===== src/rtl/adc_pkg.sv =====
`default_nettype none
// +----------------------------------------------------------------------------+
// | Module      : adc_pkg                                                      |
// | Description : Shared definitions for the ADC display path: FSM state       |
// |               encoding, default timing parameters, sample bus width and a  |
// |               low-bit mask helper. Also imported by the BCD stage.         |
// | Revision    : 1.0 - initial release                                        |
// +----------------------------------------------------------------------------+
package adc_pkg;

    typedef enum logic [2:0] {
        ST_IDLE  = 3'd0,
        ST_SETUP = 3'd1,
        ST_SHIFT = 3'd2,
        ST_DONE  = 3'd3,
        ST_QUIET = 3'd4
    } adc_state_e;

    localparam int unsigned DEF_CLK_DIV   = 4;
    localparam int unsigned DEF_DATA_BITS = 12;
    localparam int unsigned DEF_QUIET_CYC = 20;
    localparam int unsigned SAMPLE_W      = 16;

    // Mask with the low 'bits' positions set; used to zero-extend a result.
    function automatic logic [SAMPLE_W-1:0] low_mask(input int unsigned bits);
        logic [SAMPLE_W-1:0] m;
        m = '0;
        for (int unsigned i = 0; i < SAMPLE_W; i++) begin
            m[i] = (i < bits);
        end
        return m;
    endfunction

endpackage
`default_nettype wire


===== src/rtl/adc_spi_reader_sclk_gen.sv =====
`default_nettype none
// +----------------------------------------------------------------------------+
// | Module      : adc_sclk_gen                                                 |
// | Description : SPI-mode-0 serial clock generator. Half-period counter,      |
// |               registered SCLK toggle, rise/fall ticks (asserted in the     |
// |               cycle before the corresponding SCLK edge) and a bit counter. |
// |               Held cleared (SCLK low) whenever en_i is low.                |
// | Ports       : clk, rst_n      - clock, async active-low reset              |
// |               en_i            - run (high only in SHIFT)                   |
// |               sclk_o          - registered serial clock, idle low          |
// |               rise_tick_o     - next edge takes SCLK 0->1                  |
// |               fall_tick_o     - next edge takes SCLK 1->0                  |
// |               last_bit_o      - current SCLK period is the final bit       |
// | Revision    : 1.0 - initial release                                        |
// +----------------------------------------------------------------------------+
module adc_sclk_gen #(
    parameter int unsigned CLK_DIV   = 4,
    parameter int unsigned DATA_BITS = 12
) (
    input  logic clk,
    input  logic rst_n,
    input  logic en_i,
    output logic sclk_o,
    output logic rise_tick_o,
    output logic fall_tick_o,
    output logic last_bit_o
);

    localparam logic [7:0] HALF_LAST = 8'(CLK_DIV - 1);
    localparam logic [4:0] BIT_LAST  = 5'(DATA_BITS - 1);

    logic [7:0] half_cnt_q, half_cnt_d;
    logic [4:0] bit_cnt_q,  bit_cnt_d;
    logic       sclk_q,     sclk_d;
    logic       w_half_end;

    assign w_half_end  = en_i && (half_cnt_q == HALF_LAST);
    assign rise_tick_o = w_half_end && !sclk_q;
    assign fall_tick_o = w_half_end &&  sclk_q;
    assign last_bit_o  = (bit_cnt_q == BIT_LAST);
    assign sclk_o      = sclk_q;

    always_comb begin
        half_cnt_d = half_cnt_q;
        bit_cnt_d  = bit_cnt_q;
        sclk_d     = sclk_q;
        if (!en_i) begin
            half_cnt_d = '0;
            bit_cnt_d  = '0;
            sclk_d     = 1'b0;
        end else if (w_half_end) begin
            half_cnt_d = '0;
            sclk_d     = ~sclk_q;
            // A bit period ends with its high phase.
            if (sclk_q) begin
                bit_cnt_d = bit_cnt_q + 5'd1;
            end
        end else begin
            half_cnt_d = half_cnt_q + 8'd1;
        end
    end

    always_ff @(posedge clk or negedge rst_n) begin
        if (!rst_n) begin
            half_cnt_q <= '0;
            bit_cnt_q  <= '0;
            sclk_q     <= 1'b0;
        end else begin
            half_cnt_q <= half_cnt_d;
            bit_cnt_q  <= bit_cnt_d;
            sclk_q     <= sclk_d;
        end
    end

endmodule
`default_nettype wire


===== src/rtl/adc_spi_reader.sv =====
`default_nettype none
// +----------------------------------------------------------------------------+
// | Module      : adc_spi_reader                                               |
// | Description : Reads a serial SPI-mode-0 ADC: frames cs_n, clocks in        |
// |               DATA_BITS bits MSB-first and presents the result             |
// |               right-justified on a 16-bit bus with a one-cycle strobe.     |
// |               Conversions repeat while en is high.                         |
// | Ports       : clk, rst_n      - clock, async active-low reset              |
// |               en              - level, run conversions                     |
// |               adc_miso        - ADC serial data                            |
// |               adc_cs_n        - ADC chip select (registered)               |
// |               adc_sclk        - ADC serial clock (registered, idle low)    |
// |               sample          - last completed result, zero-extended       |
// |               sample_valid    - one-cycle pulse when sample updates        |
// |               busy            - high outside IDLE                          |
// | Revision    : 1.0 - initial release                                        |
// +----------------------------------------------------------------------------+
module adc_spi_reader
    import adc_pkg::*;
#(
    parameter int unsigned CLK_DIV   = DEF_CLK_DIV,
    parameter int unsigned DATA_BITS = DEF_DATA_BITS,
    parameter int unsigned QUIET_CYC = DEF_QUIET_CYC
) (
    input  logic                clk,
    input  logic                rst_n,
    input  logic                en,
    input  logic                adc_miso,
    output logic                adc_cs_n,
    output logic                adc_sclk,
    output logic [SAMPLE_W-1:0] sample,
    output logic                sample_valid,
    output logic                busy
);

    generate
        if (CLK_DIV < 2 || CLK_DIV > 255) begin : g_bad_clk_div
            $error("adc_spi_reader: CLK_DIV=%0d outside 2..255", CLK_DIV);
        end
        if (DATA_BITS < 1 || DATA_BITS > SAMPLE_W) begin : g_bad_data_bits
            $error("adc_spi_reader: DATA_BITS=%0d outside 1..16", DATA_BITS);
        end
        if (QUIET_CYC < 1 || QUIET_CYC > 65535) begin : g_bad_quiet_cyc
            $error("adc_spi_reader: QUIET_CYC=%0d outside 1..65535", QUIET_CYC);
        end
    endgenerate

    localparam logic [15:0]         SETUP_LAST  = 16'(CLK_DIV - 1);
    localparam logic [15:0]         QUIET_LAST  = 16'(QUIET_CYC - 1);
    localparam logic [SAMPLE_W-1:0] RESULT_MASK = low_mask(DATA_BITS);

    adc_state_e          state_q, state_d;
    logic [15:0]         cnt_q, cnt_d;
    logic [SAMPLE_W-1:0] shift_q, shift_d;
    logic [SAMPLE_W-1:0] sample_q, sample_d;
    logic                valid_q, valid_d;
    logic                cs_n_q, cs_n_d;
    logic                w_rise, w_fall, w_last;

    adc_sclk_gen #(
        .CLK_DIV   (CLK_DIV),
        .DATA_BITS (DATA_BITS)
    ) u_sclk_gen (
        .clk         (clk),
        .rst_n       (rst_n),
        .en_i        (state_q == ST_SHIFT),
        .sclk_o      (adc_sclk),
        .rise_tick_o (w_rise),
        .fall_tick_o (w_fall),
        .last_bit_o  (w_last)
    );

    always_comb begin
        state_d  = state_q;
        cnt_d    = cnt_q;
        shift_d  = shift_q;
        case (state_q)
            ST_IDLE: begin
                cnt_d   = '0;
                shift_d = '0;
                if (en) begin
                    state_d = ST_SETUP;
                end
            end
            ST_SETUP: begin
                if (cnt_q == SETUP_LAST) begin
                    cnt_d   = '0;
                    state_d = ST_SHIFT;
                end else begin
                    cnt_d = cnt_q + 16'd1;
                end
            end
            ST_SHIFT: begin
                // Shift on the edge that raises SCLK. Bits above DATA_BITS
                // are stale and masked off when the result is published.
                if (w_rise) begin
                    shift_d = {shift_q[SAMPLE_W-2:0], adc_miso};
                end
                if (w_fall && w_last) begin
                    state_d = ST_DONE;
                end
            end
            ST_DONE: begin
                cnt_d   = '0;
                state_d = ST_QUIET;
            end
            ST_QUIET: begin
                if (cnt_q == QUIET_LAST) begin
                    cnt_d   = '0;
                    state_d = ST_IDLE;
                end else begin
                    cnt_d = cnt_q + 16'd1;
                end
            end
            default: begin
                state_d = ST_IDLE;
            end
        endcase

        // Outputs are registered from the next state so they line up with it.
        valid_d  = (state_d == ST_DONE);
        sample_d = valid_d ? (shift_q & RESULT_MASK) : sample_q;
        cs_n_d   = !((state_d == ST_SETUP) || (state_d == ST_SHIFT));
    end

    always_ff @(posedge clk or negedge rst_n) begin
        if (!rst_n) begin
            state_q  <= ST_IDLE;
            cnt_q    <= '0;
            shift_q  <= '0;
            sample_q <= '0;
            valid_q  <= 1'b0;
            cs_n_q   <= 1'b1;
        end else begin
            state_q  <= state_d;
            cnt_q    <= cnt_d;
            shift_q  <= shift_d;
            sample_q <= sample_d;
            valid_q  <= valid_d;
            cs_n_q   <= cs_n_d;
        end
    end

    assign adc_cs_n     = cs_n_q;
    assign sample       = sample_q;
    assign sample_valid = valid_q;
    assign busy         = (state_q != ST_IDLE);

endmodule
`default_nettype wire


===== config.mk =====
export PLATFORM = sky130hd
export DESIGN_NAME = adc_spi_reader
export DESIGN_NICKNAME = d
export VERILOG_FILES = /design/src/rtl/adc_pkg.sv /design/src/rtl/adc_spi_reader_sclk_gen.sv /design/src/rtl/adc_spi_reader.sv
export SDC_FILE = /design/constraint.sdc
export NUM_CORES = 1
export LEC_CHECK = 0
export ABC_AREA = 1
export CORE_UTILIZATION = 45
export CTS_CLUSTER_DIAMETER = 200
export DETAILED_ROUTE_END_ITERATION = 16
export HOLD_SLACK_MARGIN = 0.08
export PLACE_DENSITY = 0.63
export SYNTH_ARGS = -nofsm -noshare
export SYNTH_HDL_FRONTEND = slang
export SYNTH_HIERARCHICAL = 1
export SYNTH_SLANG_ARGS = --single-unit

===== constraint.sdc =====
create_clock -name clk -period 2.03 [get_ports clk]
set_input_delay 0.3045 -clock clk [delete_from_list [all_inputs] [get_ports clk]]
set_output_delay 0.3045 -clock clk [all_outputs]
set_load 0.1 [all_outputs]

Word-level counts from Yosys, hierarchy flattened
Index checks and enable logic that the tools add are counted.
Operators by class
  add/subtract/negate cells: 3
  multipliers: 0
  divide/modulo/power cells: 0
  order comparisons: 0
  eq/ne operators: 14
  shift-type cells: 0
  mux-type cells: 17
  bitwise gates (word level): 1
  reduce and logical (&&, ||, !) cells: 14
Operators with widths (count)
  case mux 16 bit (3 select lines): 1
  2-to-1 mux 16 bit: 2
  case mux 12 bit (2 select lines): 1
  adder 16 x 1 -> 16 bit (second input constant): 1
  == test 16 x 2 -> 1 bit (second input constant): 1
  == test 16 x 5 -> 1 bit (second input constant): 1
  2-to-1 mux 8 bit: 2
  2-to-1 mux 5 bit: 3
  case mux 3 bit (5 select lines): 1
  == test 3 x 2 -> 1 bit (second input constant): 4
  2-to-1 mux 12 bit: 1
  2-to-1 mux 3 bit: 4
  adder 8 x 1 -> 8 bit (second input constant): 1
  == test 8 x 2 -> 1 bit (second input constant): 1
  == test 3 x 1 -> 1 bit (second input constant): 2
  != test 2 bit (second input constant): 3
  nonzero test 3 bit: 2
  adder 5 x 1 -> 5 bit (second input constant): 1
  == test 5 x 4 -> 1 bit (second input constant): 1
  logical AND 1 bit: 4
  AND reduction 2 bit: 2
  == test 3 bit (second input constant): 1
  logical NOT 3 bit: 1
  logical NOT 1 bit: 2
  other kinds (5): 6
Storage, ports and cells
  flip-flop bits (word level): 59
  latch bits: 0
  bits in writable memories: 0
  bits in read-only memories: 0
  input port bits: 4
  output and inout bits: 20
  memories kept: 0

Logic depth before layout (Yosys ltp)
  depth in word-level cells: 9
  mapped depth: 11

By module
Netlist, hierarchy kept.
By module, submodules not included
  adc_spi_reader: times used 1, cells each 289, area an instance 2272.2 sq um, seq. area each 1127.3 sq um
  adc_sclk_gen: times used 1, cells each 100, area an instance 787.0 sq um, seq. area each 350.3 sq um

Least setup slack after synthesis
Ideal clock, no wire load.
  kind: reg2reg
  start point: register state_q[0]
  end point: register shift_q[2]
  arrival time: 1.827 ns
  setup slack: 0.081 ns
  stages on the path, launching flop included: 8
  path buffers: 1
  period minus slack after synthesis: 1.949 ns
  path through: dfrtp_1 inv_1 nand2_2 inv_2 nand2_1 nand2_2 buf_2 o21ai_1
On the way
  longest elaborated chain between the ends: 5
Ends and longest elaborated chain
  start, declared: line adc_spi_reader.sv:52  | adc_state_e state_q, state_d;
  start signal, assigned: line adc_spi_reader.sv:135  | state_q <= state_d;
  == test 3 x 2 -> 1 bit: line adc_spi_reader.sv:66, adc_spi_reader.sv:77
  logical AND 1 bit: line adc_spi_reader_sclk_gen.sv:37  | assign w_half_end = en_i && (half_cnt_q == HALF_LAST);
  logical AND 1 bit: line adc_spi_reader_sclk_gen.sv:38  | assign rise_tick_o = w_half_end && !sclk_q;
  != test 2 bit (no line)
  AND reduction 2 bit (no line)
  end signal, assigned: line adc_spi_reader.sv:137  | shift_q <= shift_d;
  end, declared: line adc_spi_reader.sv:54  | logic [SAMPLE_W-1:0] shift_q, shift_d;
Parallel ways exist; a longest one is shown, timed or not.
A chain may end at the register's enable or synchronous reset.

Worst setup path after layout
  start point: register u_sclk_gen.half_cnt_q[0]
  end point: register shift_q[10]
On the way
  longest elaborated chain between the ends: 5
Ends and longest elaborated chain
  start, declared: line adc_spi_reader_sclk_gen.sv:32  | logic [7:0] half_cnt_q, half_cnt_d;
  start signal, assigned: line adc_spi_reader_sclk_gen.sv:69  | half_cnt_q <= half_cnt_d;
  == test 8 x 2 -> 1 bit: line adc_spi_reader_sclk_gen.sv:37
  logical AND 1 bit: line adc_spi_reader_sclk_gen.sv:37
  logical AND 1 bit: line adc_spi_reader_sclk_gen.sv:38
  named net w_rise: line adc_spi_reader.sv:58  | logic w_rise, w_fall, w_last;
  != test 2 bit (no line)
  AND reduction 2 bit (no line)
The timed path passes the listed nets, and every way through them passes these cells.

==> key figures <==
Floorplanning
  • Chip height: 84.5 µm
  • FP Rows: 29
  • Core area: 6460 µm²
  • DIE WIDTH: 84.5 µm
  • Die area: 7130 µm²
  • Initial Utilization: 47.4%
  • # IOs: 24

Setup path
  • Critical-path cell list: ha_1 > nand3_2 > nor2_4 > nand2_1 > nor2_1 > nand2_1 > nand2_4 > nand3_1 > o21ai_1
  • Worst-path maximum fanout: 24
  • Worst path slowest cell: dfrtp_1
  • CP required: 2290 ps
  • Crit Path Class: flop to flop
  • Crit path max-delay family: simple AND/OR/NAND/NOR gates
  • CP endpoint kind: flop
  • CP bufs+invs: 0
  • Arrival time worst endpoint: 1970 ps
  • CP startpoint kind: flop
  • Worst path max stage delay: 390 ps
  • Most Frequent Cell on Critical Path: nand2_1
  • Flop2flop setup slack: 320 ps

Place
  • Port Buf Inserts: 19
  • Post-DP HPWL: 4.04 mm
  • Placed cell area: 3290 µm²
  • Setup Slack @ Placement: 259 ps
  • Routability cong.: 0.757
  • Inst Count DP: 481

Power and ir drop
  • VDD IR-drop max: 0.416 mV
  • Total power: 2.34 mW
  • Pleak: 1.84 nW
  • Pwr Density: 666 nW/µm²

STA
  • Final Setup Violations: 0
  • Max Freq: 585 MHz
  • Setup WS post-layout: 320 ps
  • Final Max Slew Viols: 0
  • Hold violation total from the final report: 0
  • Period utilisation layout: 84.2%
  • Clk_skew: 8.77 ps
  • RSZ-0062 raised after global routing: false
  • Min Tclk post-route: 1710 ps
  • Final setup TNS: 0 ps

Routing
  • DR vias/cell: 4.83
  • Routed length per instance: 11.7 µm
  • Vias: 2404
  • DR iter-0 viols: 88
  • Post-route DRC: 0
  • Total Wirelength: 5.82 mm
  • Post-route ant nets: 0
  • First-pass detailed-route iteration total: 4

Global routing
  • Largest net degree at the start of global routing: 60
  • Antenna violations before repair: 0
  • Overflow after GRT: 0
  • Global-route wire length before repair: 10.5 mm
  • Tot GR Track Use: 18.9%
  • Vias in the first global route: 2316

Clock network
  • Clock sinks: 59
  • CTS root buffer: clkbuf_8
  • CTS Buf Count: 9
  • Clk slew on worst S/H paths: 70 ps
  • H-tree Lvls: 3
  • CTS Buffer Depth: 2
  • Setup bufs post-CTS: 0
  • CTS tree: done
  • Clock Latency Late Sink: 350 ps

Logic synthesis
  • Distinct cells, synth: 31
  • Syn. warnings: 6
  • Synthesized flop and latch total: 59
  • Mapped cell area: 3060 µm²
  • Sequential-to-total area share from yosys stat: 48.3%
  • Mean Syn Cell Area: 7.86 µm²
  • Mapped Cells: 389

Layout
  • Nets: 424
  • Layout area overhead: 14.6%
  • Non-Filler Cell Area, Final: 3510 µm²
  • Commonest cells after routing, fill and taps aside: nand2_1 (95), dfrtp_1 (58), inv_1 (54), nor2_1 (46), nand3_1 (38)
  • Share of layout cells above drive strength 1: 15.7%
  • Diodes inserted: 0
  • Fillcell total: 603
  • Layout Cells excl Fill: 498
  • Commonest non-fill, non-tap cell in the layout: nand2_1

Flow run
  • Max-capacitance violation count: 0

Run status
  • Status: finished clean

Worst hold path
  • Worst hold path type: primary input to asynchronous set/reset pin
[worst reg2reg max path, delay by kind of cell (launching register included)]
kind / cells / cell delay, ps
DFF: 1 / 390
and+or+nand+nor: 7 / 900
adders and majority gates: 1 / 220
AOI/OAI and AO/OA: 1 / 110
[Yosys cell counts]
master	instances	area, µm²
nand2_1	95	357
dfrtp_1	58	1450
inv_1	54	203
nor2_1	46	173
nand3_1	38	190
o21ai_1	25	125
a21oi_1	6	30.0
buf_4	6	45.0
inv_2	6	22.5
nand3_2	6	60.1
nand2_2	5	31.3
nor3_1	5	25.0
buf_2	4	20.0
ha_1	4	50.1
nor2_2	4	25.0
o21ai_0	4	20.0
o2111ai_1	3	26.3
xnor2_1	3	26.3
xor2_1	3	26.3
nor2_4	2	22.5
nor3_4	2	32.5
buf_6	1	11.3
conb_1	1	3.75
dfstp_2	1	26.3
nand2_4	1	11.3
nand3b_1	1	7.51
nand4_1	1	6.26
nor3_2	1	10.0
nor3b_1	1	7.51
o21bai_1	1	7.51
or2_2	1	6.26
[cell families after synthesis]
| logic type | count (synthesis) | share of synthesized area (%) |
|---|---|---|
| and+or+nand+nor | 209 | 31.5 |
| xor gates and xnor gates | 6 | 1.72 |
| DFF | 59 | 48.3 |
| buffers and inverters | 71 | 9.86 |
| AOI/OAI and AO/OA | 39 | 6.83 |
| other | 1 | 0.123 |
| adders and majority gates | 4 | 1.64 |
[worst paths after layout]
| check | endpoint | from | cells after the start |
|---|---|---|---|
| min in group clk | u_sclk_gen/half_cnt_q[0]$_DFF_PN0_ | u_sclk_gen/half_cnt_q[0]$_DFF_PN0_ | 1 |
| setup / recovery | shift_q[10]$_DFFE_PN0P_ | u_sclk_gen/half_cnt_q[0]$_DFF_PN0_ | 9 |
| setup reg to reg | shift_q[10]$_DFFE_PN0P_ | u_sclk_gen/half_cnt_q[0]$_DFF_PN0_ | 9 |
| max in group asynchronous | adc_cs_n$_DFF_PN1_ | rst_n | 3 |
| hold reg to reg | u_sclk_gen/half_cnt_q[0]$_DFF_PN0_ | u_sclk_gen/half_cnt_q[0]$_DFF_PN0_ | 1 |
| hold / removal | cnt_q[14]$_DFFE_PN0P_ | rst_n | 3 |
[cell type report]
cell class / count / area, µm² / share of cell area (%)
multi-input cells: 262 / 1300 / 37.0
flip-flops and latches: 59 / 1480 / 42.1
inverters: 60 / 225 / 6.42
clock buffers: 9 / 124 / 3.53
well taps: 77 / 96.3 / 2.75
clock inverters: 7 / 76.3 / 2.18
repair buffers: 24 / 210 / 6.00
[stage by stage]
stage,hold WS [ps],util (%)
3_3_place_gp,340,50.9
6_report,489,54.3
3_5_place_dp,339,50.9
4_1_cts,496,54.2
2_1_floorplan,8.91,-
5_1_grt,512,54.3
[sequential cells by signal, summed over array words and instances (netlist names)]
name / count
u_sclk_gen/sclk_o: 1
state_q: 3
cnt_q: 16
sample: 12
u_sclk_gen/half_cnt_q: 8
adc_cs_n: 1
shift_q: 12
u_sclk_gen/bit_cnt_q: 5
sample_valid: 1
[power breakdown]
group	switching, mW	total [mW]	internal [mW]	leakage [nW]
clock	0.507	1.08	0.572	0.0958
sequential	0.00386	1.18	1.18	0.777
combinational	0.0602	0.0725	0.0123	0.969
total	0.571	2.34	1.77	1.84
[metal layers]
metal | part of all wire (%) | GRT usage [%] | up-vias | routed length, µm
met4 | 2.0 | 11.2 | 0 | 119
li1 | - | - | 1263 | -
met2 | 46 | 28.5 | 34 | 2650
met1 | 50 | 25.0 | 1096 | 2880
met3 | 2.8 | 4.13 | 11 | 164
met5 | 0 | 0 | - | 0
[what timing repair did]
action                                  CTS  global route
hold buffers                              1             0
hold endpoints to repair                 58             0
endpoints found under the setup margin    0             5
resized for setup                         0             1
No activity file was read; power rests on OpenSTA's default activity.
==> edit 1 (same settings) <==
Re-encode `adc_state_e` (5 states) as one-hot, 5 bits wide.
--- a/src/rtl/adc_pkg.sv
+++ b/src/rtl/adc_pkg.sv
@@ -8,12 +8,12 @@
 // +----------------------------------------------------------------------------+
 package adc_pkg;
 
-    typedef enum logic [2:0] {
-        ST_IDLE  = 3'd0,
-        ST_SETUP = 3'd1,
-        ST_SHIFT = 3'd2,
-        ST_DONE  = 3'd3,
-        ST_QUIET = 3'd4
+    typedef enum logic [4:0] {
+        ST_IDLE  = 5'b00001,
+        ST_SETUP = 5'b00010,
+        ST_SHIFT = 5'b00100,
+        ST_DONE  = 5'b01000,
+        ST_QUIET = 5'b10000
     } adc_state_e;
 
     localparam int unsigned DEF_CLK_DIV   = 4;
Function: no difference found for any inputs over 10 cycles, from zero or initial values and one cycle with rst_n low; not proved beyond that.
==> edit 1 against the original RTL <==
  * Clock skew up 0.0041 ns
  * Global-route usage rose by 0.46 points
  * Cell area grew 6.2%
  * Worst hold slack got worse by 0.024 ns
  * Count of clock-buffer cells in the layout is the same
  * Sequential cell count up 2
  * Die area rose by 7.2%
  * Area after synthesis is 7.4% higher
  * Wire length grew 14%
  * Worst setup slack worse by 0.10 ns
Power is not compared: it rests on default switching activity, and its combinational part moved more than twofold at a synthesized area within 25%.
==> edit 1: results (changes against the original RTL) <==
- The run finished with clean final reports.
- The number of flip-flops under the largest register name is 16 (unchanged).
- The weighted congestion reported at the end of routability-driven placement is 0.866 (+14%).
- The wire length of the first global-routing pass is 11,400 um (+8.5%).
- The post-CTS clock slew at the launch and capture registers of the worst setup and hold paths is 0.08 ns.
- Counting flops per register, the top entry is cnt_q.
- The total number of nets in the final design came to 453 (+6.8%).
- The cell sitting at the root of the clock tree is a clkbuf_8.
- The diode insertion count for antenna repair is 0 (unchanged).
- The total routing usage reported by global routing is 19.3% (+0.46 points).
- The maximum vdd drop is 0.491 mV.
- The number of global-route vias before repair came to 2,493 (+7.6%).
- Measured against its own limit, the worst slew margin works out to ~66%.
- Counting instances in the post-synthesis netlist gives the leading cell types as nand2_1 (119), dfrtp_1 (59), inv_1 (57).
- The maximum buffer depth of the clock tree came to 2 (unchanged).
- The deepest level of the CTS H-tree came to 3 (unchanged).
- The initial antenna violation count came to 0 (unchanged).
- The count of yosys warnings during synthesis is 6 (unchanged).
- The maximum fanout count along the critical path came to 19 (-21%).
- The clock skew after layout is 0.0128 ns (+0.00405 ns).
- The overall routed net length is 6610 um (+14%).
- The share of synthesized area occupied by flip-flops and latches is 46.5% (-1.8 points).
- The number of different library cells in the post-synthesis netlist is 32 (+3.2%).
- The via count of the routed design came to 2,689 (+12%).
- The internal power component is 2.09 mW.
- The number of iterations in the first detailed-routing pass was 4 (unchanged).
- The clock buffer count from CTS is 9 (unchanged).
- The worst slack at placement is 0.187 ns (-0.0721 ns).
- The number of input and output port buffers inserted is 19 (unchanged).
- The share of flip-flops with an asynchronous set or reset was 100% (unchanged).
- Sorting the synthesized cells by area gives the leading types as dfrtp_1 (45%), nand2_1 (14%), inv_1 (6.5%).
- The worst endpoint data arrival time is 2.07 ns (+0.10 ns).
- The path class of the lowest-slack min-delay path is in -> async.
- The detailed router's first-iteration violation count is 148 (+68%).
- The leakage power is 1.88 nW.
- The later pin in the worst-skew pair is clocked with a latency of 0.34 ns.
- The number of buffers inserted by post-CTS setup repair is 0 (unchanged).
- The fraction of layout cells with a size suffix above 1 was 13.1% (-2.6 points).
- The detailed placer's ending HPWL is 4580 um (+13%).
- The pin count of the biggest net entering global routing is 42 (-30%).
## edit 1: worst paths after layout
kind,end,start,cells past startpoint,slack (ns)
setup / recovery,state_q[0],state_q[0],8,0.22
hold / removal,cnt_q[6],rst_n,2,0.47
setup reg to reg,state_q[0],state_q[0],8,0.22
hold reg to reg,sample[7],sample[7],2,0.49
max in group asynchronous,sample[3],rst_n,3,0.97
min in group clk,sample[7],sample[7],2,0.49
## edit 1: kinds of logic (layout without fill, tap and decap cells)
kind of cell               after synthesis  in the layout  synth area share [%]
other                                    1              4                 0.114
adders and majority gates                4              4                  1.52
xor gates and xnor gates                10             10                  2.67
and+or+nand+nor                        223            223                  30.1
DFF                                     61             61                  46.5
buffers and inverters                   76            101                  10.7
AOI/OAI and AO/OA                       47             47                  8.34
## edit 1: final cells by class
class                      instances  area [um2]
clock buffer                       9         124
sequential                        61        1530
multi-input combinational        288        1420
clock inverter                     7        81.3
inverter                          60         230
tap                               96         120
fill                             646        3180
timing repair buffer              25         218
## edit 1: what timing repair did
action / 4_1_cts / 5_1_grt
setup endpoints to repair: 0 / 3
hold endpoints to repair: 18 / 0
resized for setup: 0 / 1
hold buffers: 1 / 0
## edit 1: stage by stage
stage          std cells  hold WS, ns  util (%)  instance area [um2]
2_1_floorplan        425      0.00891         -                 3300
3_3_place_gp         529        0.317      50.7                 3500
3_5_place_dp         529        0.313      50.7                 3500
4_1_cts              546        0.481      53.8                 3720
5_1_grt              546        0.512      53.9                 3720
6_report             546        0.465      53.9                 3720
## edit 1: worst max-delay path, stage by stage, from the launching register on
cell and delay (ns):
dfstp_2 0.55, nor2_1 0.07, nand2_2 0.09, nor2_1 0.07, nor2_4 0.37, nand2_4 0.23, inv_6 0.20, nand2_1 0.07
o211ai_1 0.08
## edit 1: power groups by stage
stage                     logic, mW  clock network (mW)  registers, mW
after floorplan               0.685                   0           1.41
after global placement        0.892                   0           1.36
after detailed placement      0.906                   0           1.36
after CTS                     0.909                1.16           1.34
after global routing          0.984                1.21           1.35
final                         0.899                1.12           1.34
## edit 1: per-layer routing
layer  part of all wire [%]  GRT usage, %  up-vias
met5                      0             0        -
met4                    1.7          8.49        0
met3                    3.2          3.51       12
met2                     46          30.7       48
met1                     50          25.8     1242
li1                       -             -     1387
==> edit 2 (same settings) <==
Made on the original files. Change the package constant `SAMPLE_W` from 16 to 20.
--- a/src/rtl/adc_pkg.sv
+++ b/src/rtl/adc_pkg.sv
@@ -19,7 +19,7 @@
     localparam int unsigned DEF_CLK_DIV   = 4;
     localparam int unsigned DEF_DATA_BITS = 12;
     localparam int unsigned DEF_QUIET_CYC = 20;
-    localparam int unsigned SAMPLE_W      = 16;
+    localparam int unsigned SAMPLE_W      = 20;
 
     // Mask with the low 'bits' positions set; used to zero-extend a result.
     function automatic logic [SAMPLE_W-1:0] low_mask(input int unsigned bits);
Ports: changed (resized sample); port bits go from 24 to 28. No check against the original RTL was run, so the function may have changed too.
==> edit 2 against the original RTL <==
  * Sequential cell count unchanged
  * Cell area up 1.6%
  * Worst setup slack worse by 0.0048 ns
  * Utilization up 0.54 points
  * Sequential share of layout area down 0.65 points
  * Total power up 7.7%
  * Non-clock buffer count up 2
  * Area after synthesis up 0.98%
  * Wire length up 1.3%
  * Synthesized cell count up 1.0%
  * Critical endpoint is now shift_q[1]
==> edit 2: results (changes against the original RTL) <==
- The run finished with clean final reports.
- The share of synthesized area occupied by flip-flops and latches is 47.8% (-0.47 points).
- The worst slack at placement is 0.219 ns (-0.0402 ns).
- The design area is 0.00356 mm2 (+1.6%).
- The maximum vdd drop is 0.455 mV (+9.4%).
- The total number of nets in the final design is 430 (+1.4%).
- The number of global-route vias before repair was 2,342 (+1.1%).
- The layout filler cell count is 611 (+1.3%).
- The clock latency of the later-clocked register in the worst-skew pair is 0.33 ns (-0.02 ns).
- The capture instance of the worst register-to-register path is shift_q[1].
- The diode insertion count for antenna repair was 0 (unchanged).
- The synthesized area per cell is 7.86 um2 (about the same).
- The met1 layer usage reported by global route is 25.7% (+0.69 points).
- Ranked by total cell area, the synthesized netlist is headed by dfrtp_1 (47%), nand2_1 (12%), inv_1 (6.6%).
- The share of flip-flops with an asynchronous set or reset came to 100% (unchanged).
- In this run the worst hold path is classified as reg -> reg.
- The fraction of layout cells with a size suffix above 1 came to 15.7% (+0.051 points).
- The cell area reported after detailed placement is 0.00332 mm2 (+0.91%).
- The final routed wire length divided by cell count was 11.7 um (+0.25%).
- The global-route met2 utilization is 27.9% (-0.68 points).
- The routed metal-1 wirelength came to 2940 um (+2.1%).
- The final non-filler cell total is 503 (+1.0%).
- The wire length of the first global-routing pass is 10,400 um (-0.78%).
- The clock skew after layout is 0.00825 ns (-0.000514 ns).
- The routed wire length on met3 was 213 um (+30%).
- The worst path setup slack after routing is 0.315 ns (-0.00480 ns).
- The post-route worst hold slack is 0.491 ns (+0.00118 ns).
- The weighted congestion reported at the end of routability-driven placement was 0.815 (+7.7%).
- The worst hold path terminates at u_sclk_gen/half_cnt_q[0].
- The detailed router's first-iteration violation count was 139 (+58%).
- The met2 routed wirelength is 2660 um (+0.30%).
- The average vias per placed instance is 4.81 (-0.38%).
- The number of cells after detailed placement was 487 (+1.2%).
- The detailed placer's ending HPWL is 4170 um (+3.2%).
- The leakage power was 1.88 nW (+2.3%).
- The global-route met3 utilization was 5.16% (+1.0 points).
- The number of iterations in the first detailed-routing pass was 10 (+6).
- The total routing usage reported by global routing is 18.4% (-0.42 points).
- The pin count of the biggest net entering global routing is 27 (-55%).
-- edit 2: cell count changes after synthesis, sizes merged --
cell  delta
buf      +4
-- edit 2: kinds of logic after synthesis --
family / count (synthesis) / share of synthesized area [%]
buf+inv: 75 / 10.7
fa+ha+maj: 4 / 1.62
flops: 59 / 47.8
other cells: 1 / 0.121
xor+xnor: 6 / 1.70
compound gates: 39 / 6.76
simple gates: 209 / 31.2
-- edit 2: what timing repair did --
action,in CTS,in global routing
hold buffers,1,0
buffers inserted,0,0
setup endpoints to repair,0,1
resized for setup,0,1
endpoints found under the hold margin,23,0
-- edit 2: area by class of cell --
class	instances	share of cell area, %
sequential	59	41.5
inverter	60	6.32
timing repair buffer	26	6.32
tap	77	2.71
multi-input combinational	266	36.8
clock inverter	4	2.07
clock buffer	11	4.25
-- edit 2: power by group --
part | leakage [nW] | switching [mW] | internal, mW | total, mW
clock network | 0.115 | 0.472 | 0.752 | 1.22
logic | 0.991 | 0.0935 | 0.0134 | 0.107
registers | 0.777 | 0.00350 | 1.18 | 1.19
total | 1.88 | 0.569 | 1.95 | 2.51
-- edit 2: how the worst max path moves through the flow --
stage,from,endpoint
final,u_sclk_gen/half_cnt_q[0],shift_q[1]
after global routing,u_sclk_gen/half_cnt_q[0],shift_q[10]
after CTS,u_sclk_gen/half_cnt_q[0],shift_q[10]
after detailed placement,u_sclk_gen/half_cnt_q[0],shift_q[10]
after global placement,u_sclk_gen/half_cnt_q[0],shift_q[10]
after floorplan,state_q[0],shift_q[2]
-- edit 2: critical path, cell delays in order, from the launching register on --
cell and delay [ns]:
dfrtp_1 0.39, ha_1 0.21, nand3_2 0.14, nor2_4 0.17, nand2_1 0.08, nor2_1 0.11, nand2_1 0.10, nand2_4 0.22
nand3_1 0.12, o21ai_1 0.09
